$ cat config.mk
export PLATFORM = sky130hd
export DESIGN_NAME = synchronous_fifo_level
export DESIGN_NICKNAME = d
export VERILOG_FILES = /design/src/rtl/synchronous_fifo_level.sv
export SDC_FILE = /design/constraint.sdc
export NUM_CORES = 1
export LEC_CHECK = 0
export CORE_ASPECT_RATIO = 0.6
export CORE_MARGIN = 2
export CORE_UTILIZATION = 49
export CTS_CLUSTER_DIAMETER = 150
export DETAILED_ROUTE_END_ITERATION = 7
export HOLD_SLACK_MARGIN = 0.12
export MAX_ROUTING_LAYER = met4
export PLACE_DENSITY = 0.65
export RECOVER_POWER = 25
export SYNTH_ARGS = -nofsm -noshare
export SYNTH_HDL_FRONTEND = slang
export SYNTH_SLANG_ARGS = --single-unit
$ cat constraint.sdc
create_clock -name clock -period 4.78 [get_ports clock]
set_clock_uncertainty 0.05 [all_clocks]
set_input_delay 1.195 -clock clock [delete_from_list [all_inputs] [get_ports clock]]
set_output_delay 1.195 -clock clock [all_outputs]
set_load 0.02 [all_outputs]
$ cat src/rtl/synchronous_fifo_level.sv
// Single-clock FIFO of any depth >= 2 with occupancy count, programmable
// almost-full/almost-empty thresholds and sticky overflow/underflow status.
// Define SYNCHRONOUS_FIFO_LEVEL_FWFT_EN for first-word-fall-through reads.
module synchronous_fifo_level #(
    parameter int dataWidth  = 8,
    parameter int depth      = 16,
    parameter int countWidth = $clog2(depth + 1)
) (
    input  logic                  clock,
    input  logic                  reset,
    input  logic                  push,
    input  logic [dataWidth-1:0]  pushData,
    output logic                  full,
    output logic                  almostFull,
    input  logic                  pop,
    output logic [dataWidth-1:0]  popData,
    output logic                  empty,
    output logic                  almostEmpty,
    input  logic [countWidth-1:0] almostFullLevel,
    input  logic [countWidth-1:0] almostEmptyLevel,
    output logic [countWidth-1:0] count,
    output logic                  overflow,
    output logic                  underflow,
    input  logic                  clearStatus
);

    localparam int ptrWidth = (depth > 1) ? $clog2(depth) : 1;

    logic [dataWidth-1:0]  mem_q [depth];
    logic [ptrWidth-1:0]   wrPtr_q, wrPtr_d;
    logic [ptrWidth-1:0]   rdPtr_q, rdPtr_d;
    logic [countWidth-1:0] count_q, count_d;
    logic                  full_q, full_d;
    logic                  empty_q, empty_d;
    logic                  almostFull_q, almostFull_d;
    logic                  almostEmpty_q, almostEmpty_d;
    logic                  overflow_q, overflow_d;
    logic                  underflow_q, underflow_d;
    logic                  popAccept, pushAccept;

    // Explicit wrap so non-power-of-two depths cycle through exactly depth slots.
    function automatic logic [ptrWidth-1:0] nextPtr(input logic [ptrWidth-1:0] p);
        return (p == ptrWidth'(depth - 1)) ? '0 : p + ptrWidth'(1);
    endfunction

    always_comb begin
        popAccept  = pop & ~empty_q;
        pushAccept = push & (~full_q | popAccept);

        count_d = count_q;
        unique case ({pushAccept, popAccept})
            2'b10:   count_d = count_q + countWidth'(1);
            2'b01:   count_d = count_q - countWidth'(1);
            default: count_d = count_q;
        endcase

        wrPtr_d = pushAccept ? nextPtr(wrPtr_q) : wrPtr_q;
        rdPtr_d = popAccept  ? nextPtr(rdPtr_q) : rdPtr_q;

        // Flags come from the next count so they track count cycle for cycle.
        full_d        = (count_d == countWidth'(depth));
        empty_d       = (count_d == '0);
        almostFull_d  = (count_d >= almostFullLevel);
        almostEmpty_d = (count_d <= almostEmptyLevel);

        overflow_d  = (overflow_q  & ~clearStatus) | (push & ~pushAccept);
        underflow_d = (underflow_q & ~clearStatus) | (pop  & ~popAccept);
    end

    always_ff @(posedge clock) begin
        if (!reset) begin
            wrPtr_q       <= '0;
            rdPtr_q       <= '0;
            count_q       <= '0;
            full_q        <= 1'b0;
            empty_q       <= 1'b1;
            almostFull_q  <= 1'b0;
            almostEmpty_q <= 1'b1;
            overflow_q    <= 1'b0;
            underflow_q   <= 1'b0;
        end else begin
            wrPtr_q       <= wrPtr_d;
            rdPtr_q       <= rdPtr_d;
            count_q       <= count_d;
            full_q        <= full_d;
            empty_q       <= empty_d;
            almostFull_q  <= almostFull_d;
            almostEmpty_q <= almostEmpty_d;
            overflow_q    <= overflow_d;
            underflow_q   <= underflow_d;
        end
    end

    always_ff @(posedge clock) begin
        if (reset && pushAccept) begin
            mem_q[wrPtr_q] <= pushData;
        end
    end

`ifdef SYNCHRONOUS_FIFO_LEVEL_FWFT_EN
    assign popData = mem_q[rdPtr_q];
`else
    logic [dataWidth-1:0] popData_q;

    // Non-blocking read samples the old head even when a full push+pop
    // overwrites the same slot at this edge.
    always_ff @(posedge clock) begin
        if (!reset) begin
            popData_q <= '0;
        end else if (popAccept) begin
            popData_q <= mem_q[rdPtr_q];
        end
    end

    assign popData = popData_q;
`endif

    assign full        = full_q;
    assign empty       = empty_q;
    assign almostFull  = almostFull_q;
    assign almostEmpty = almostEmpty_q;
    assign count       = count_q;
    assign overflow    = overflow_q;
    assign underflow   = underflow_q;

endmodule

==> results by group, run 1 <==
Status
  • Status: finished clean

CTS
  • Cts repair resizes: 0
  • CTS Hold Bufs: 0
  • Max clock buf depth: 2
  • Clock Sinks: 155
  • Worst skew pair latency: between 0.4 and 0.5 ns
  • Clock Pin Slew Worst Setup and Hold Paths: ~0.060 ns
  • CTS root buf: clkbuf_16
  • Total CTS buffers: 17
  • Postcts setup bufs: 0
  • TritonCTS clock tree: done
  • CTS H-tree depth: 4

Global route
  • Largest net degree at the start of global routing: 37
  • Number of global-route vias before repair: 3443
  • Initial antenna violation count: 1
  • First-pass GRT wire length: 21200 µm
  • GRT Total Usage: a little over a fifth
  • Overflow after GRT: 0

STA
  • Least-Margin Pin Slew: 0.976 ns
  • Final hold vios: 0
  • Period Utilization, post-route: 86.7%
  • Slew Viols, Final: 0
  • Period minus WS final: between 4 and 5 ns
  • RSZ-0062 raised after global routing: false
  • Setup violations, final: 0
  • FMAX: 241 MHz
  • Total Neg Setup Slack: 0 ns
  • Relative slew slack: 34.9%

Setup path
  • RR Startpoint: empty$_SDFF_PN1_
  • Top Family by Delay on Critical Path: adder cells
  • CP max-delay cell: clkdlybuf4s50_1
  • Crit-path cells: clkdlybuf4s50_1 > nand2b_1 > a21boi_1 > inv_1 > ha_1 > xor2_1 > ha_1 > inv_1 > a222oi_1 > nor3_1 > xor2_1 > ha_1 > nor4bb_1 > a31oi_1 > a41oi_1
  • Crit path from: pop
  • Worst path max stage delay: 0.48 ns
  • R2R cell count: 14
  • R2r endpoint: almostFull$_SDFF_PN0_
  • Worst path buffer plus inverter count: 3
  • CP most frequent cell: ha_1
  • Worst Path Arrival: roughly 4.4 ns
  • CP required: about 5.1 ns
  • Crit Path Category: in -> reg
  • CP Max Fanout: 8
  • FF-to-FF setup slack: 1.48 ns
  • Crit. End Element: register
  • Crit path launch type: primary input

Power and ir drop
  • Worst IR drop on VDD: 0.000231 V
  • Power Density: about 450 nW/µm²
  • Pleak: 0.00268 µW

Routing
  • DR DRC count: 0
  • Vias: roughly 3.5k
  • Drt pass-1 iters: 5
  • 1st-iter DRT viols: between 400 and 500
  • Final ANT Viol Nets: 0
  • DR WL/cell: 22.1 µm
  • Final WL: about 14000 µm
  • Via density: approximately 5.7

Synth
  • Post-Syn Instances: 381
  • Register bit count reported by yosys: 155
  • Primary FF master, synth: edfxtp_1
  • Distinct cells, synth: 43
  • Post-Syn Nets: 420
  • Post-synthesis sequential area ratio: 67.4%
  • Synth Cell Area: 6500 µm²
  • FFs w/ async S/R, synth: 0%
  • Average cell area after synthesis: 17.1 µm²
  • Post-synth EDFFs: 128
  • Yosys warns: 0

Layout
  • Final Non-Filler Cells: 622
  • NumNets Final: 480
  • P&R area growth vs syn: 19.5%
  • Layout cell share with drive strength beyond 1: between 10 and 15%

Floorplan
  • Die Span Y: 93.2 µm
  • Initial Utilization: 50.4%
  • Core Region: 12900 µm²
  • Die Span X: 153 µm
  • Num ports: 42
  • FP Rows: 32
  • Die footprint: 14200 µm²

Hold path
  • Hold path cells: 2
  • Worst Hold End: popData[1]$_SDFFE_PN0P_
  • Hold/Removal Path Class: reg -> reg
  • Hold_sp: popData[1]$_SDFFE_PN0P_

Placement
  • Port bufs: 41
  • HPWL after detailed placement: 9280 µm
  • RePlAce Congestion: approximately 0.87
  • Inst Count DP: 592

Job
  • Max Cap Violations: 0
-- placed cells by master (no fill, tap or decap), types with 3 or more instances in the layout --
cell               n
a21oi_1           20
a31oi_1            3
buf_4             21
bufinv_16          5
clkbuf_16         17
clkdlybuf4s50_1   36
dfxtp_1           26
dlygate4sd3_1      5
edfxtp_1         128
ha_1              16
inv_1             18
mux4_1            25
mux4_2            15
nand2_1           26
nand2b_1           3
nand3_1            5
nand4b_1           3
nor2_1            28
nor3_1             5
o21ai_0            5
xor2_1             8
-- stage by stage --
stage / hold WS, ns / power, µW / worst slack, ns / utilization (%) / cell area [µm²]
final: 0.404 / 3530 / 0.634 / 60.3 / 7770
after global routing: 0.427 / 3690 / 0.378 / 60.3 / 7770
after global placement: 0.398 / 2150 / 0.415 / 55.5 / 7160
after CTS: 0.406 / 3560 / 0.686 / 60.2 / 7770
after floorplan: 0.483 / 1960 / 0.676 / - / 6500
after detailed placement: 0.397 / 2160 / 0.259 / 55.5 / 7160
-- cells in the mapped netlist, types with 2 or more instances --
master    number  area (µm²)
a21oi_1       20         100
buf_8          3        45.0
nor2_1        28         105
edfxtp_1     128        3840
mux4_1        25         657
nand2_1       26        97.6
dfxtp_1       27         541
o21ai_0        5        25.0
clkbuf_1      12        45.0
a311oi_1       2        17.5
ha_1          16         200
xor2_1         8        70.1
inv_1         18        67.6
o31ai_1        2        15.0
nand3_1        5        25.0
nand2b_1       3        18.8
and2_1         2        12.5
buf_2          3        15.0
buf_1          2        7.51
mux4_2        15         338
a31oi_1        3        18.8
nand4b_1       3        26.3
nor3_1         5        25.0
-- final cells by class --
cell class              instances  area [µm²]
fillers                       949        5120
flip-flops and latches        155        4390
multi-input cells             187        1920
repair buffers                 62         568
clock buffers                  19         433
well taps                     170         213
clock inverters                10         175
inverters                      18        67.6
diodes                          1        2.50
-- how the worst max path moves through the flow --
stage                     slack [ns]                    end  cells past startpoint
after global routing            0.38  almostFull$_SDFF_PN0_                     16
after detailed placement        0.26  almostFull$_SDFF_PN0_                     15
final                           0.63  almostFull$_SDFF_PN0_                     15
after global placement          0.42  almostFull$_SDFF_PN0_                     15
after floorplan                 0.68  almostFull$_SDFF_PN0_                     15
after CTS                       0.69  almostFull$_SDFF_PN0_                     15
-- logic make-up (layout without fill, tap and decap cells) --
family	count (synthesis)	after routing	synth area share [%]
flip-flops	155	155	67.4
AND/OR/NAND/NOR	78	78	5.51
AO/OA/AOI/OAI	42	42	4.00
multiplexers	41	41	15.5
buffers and inverters	39	109	2.94
adder cells (fa/ha/maj)	16	16	3.08
XOR/XNOR	10	10	1.56
other	0	1	0
-- worst min-delay path, delay by kind of cell (launching register included) --
kind               cells  cell delay, ns
AOI/OAI and AO/OA      1            0.05
DFF                    1            0.31
and+or+nand+nor        1            0.05
-- where the power goes --
part / internal [µW] / total [µW] / leakage, µW / switching [µW]
logic: 270 / 550 / 0.00102 / 280
registers: 1510 / 1580 / 0.00137 / 73.9
clock network: 911 / 1400 / 0.000294 / 492
-- flip-flops by register name (all words and copies together) (netlist names) --
register	flops
overflow	1
almostFull	1
empty	1
underflow	1
popData	8
almostEmpty	1
rdPtr_q	4
count	5
wrPtr_q	4
full	1
mem_q	128
-- metal layers --
layer | track usage [%] | part of all wire, % | wire length [µm]
met1 | 32.0 | 50 | 6890
met3 | 7.09 | 6.5 | 889
met2 | 28.4 | 42 | 5760
met5 | - | 0 | 0
met4 | 6.33 | 1.4 | 187
(Power assumes the default switching activity.)
==> run 2: changes to the inputs <==
SETUP_SLACK_MARGIN = 0.2   (was unset)
==> results of run 2 <==
No change in the layout: final DEF, timing and power equal those of run 1.
==> run 3: changes to the inputs <==
TNS_END_PERCENT = 10   (was unset)
==> results of run 3 <==
No change in the layout: final DEF, timing and power equal those of run 1.
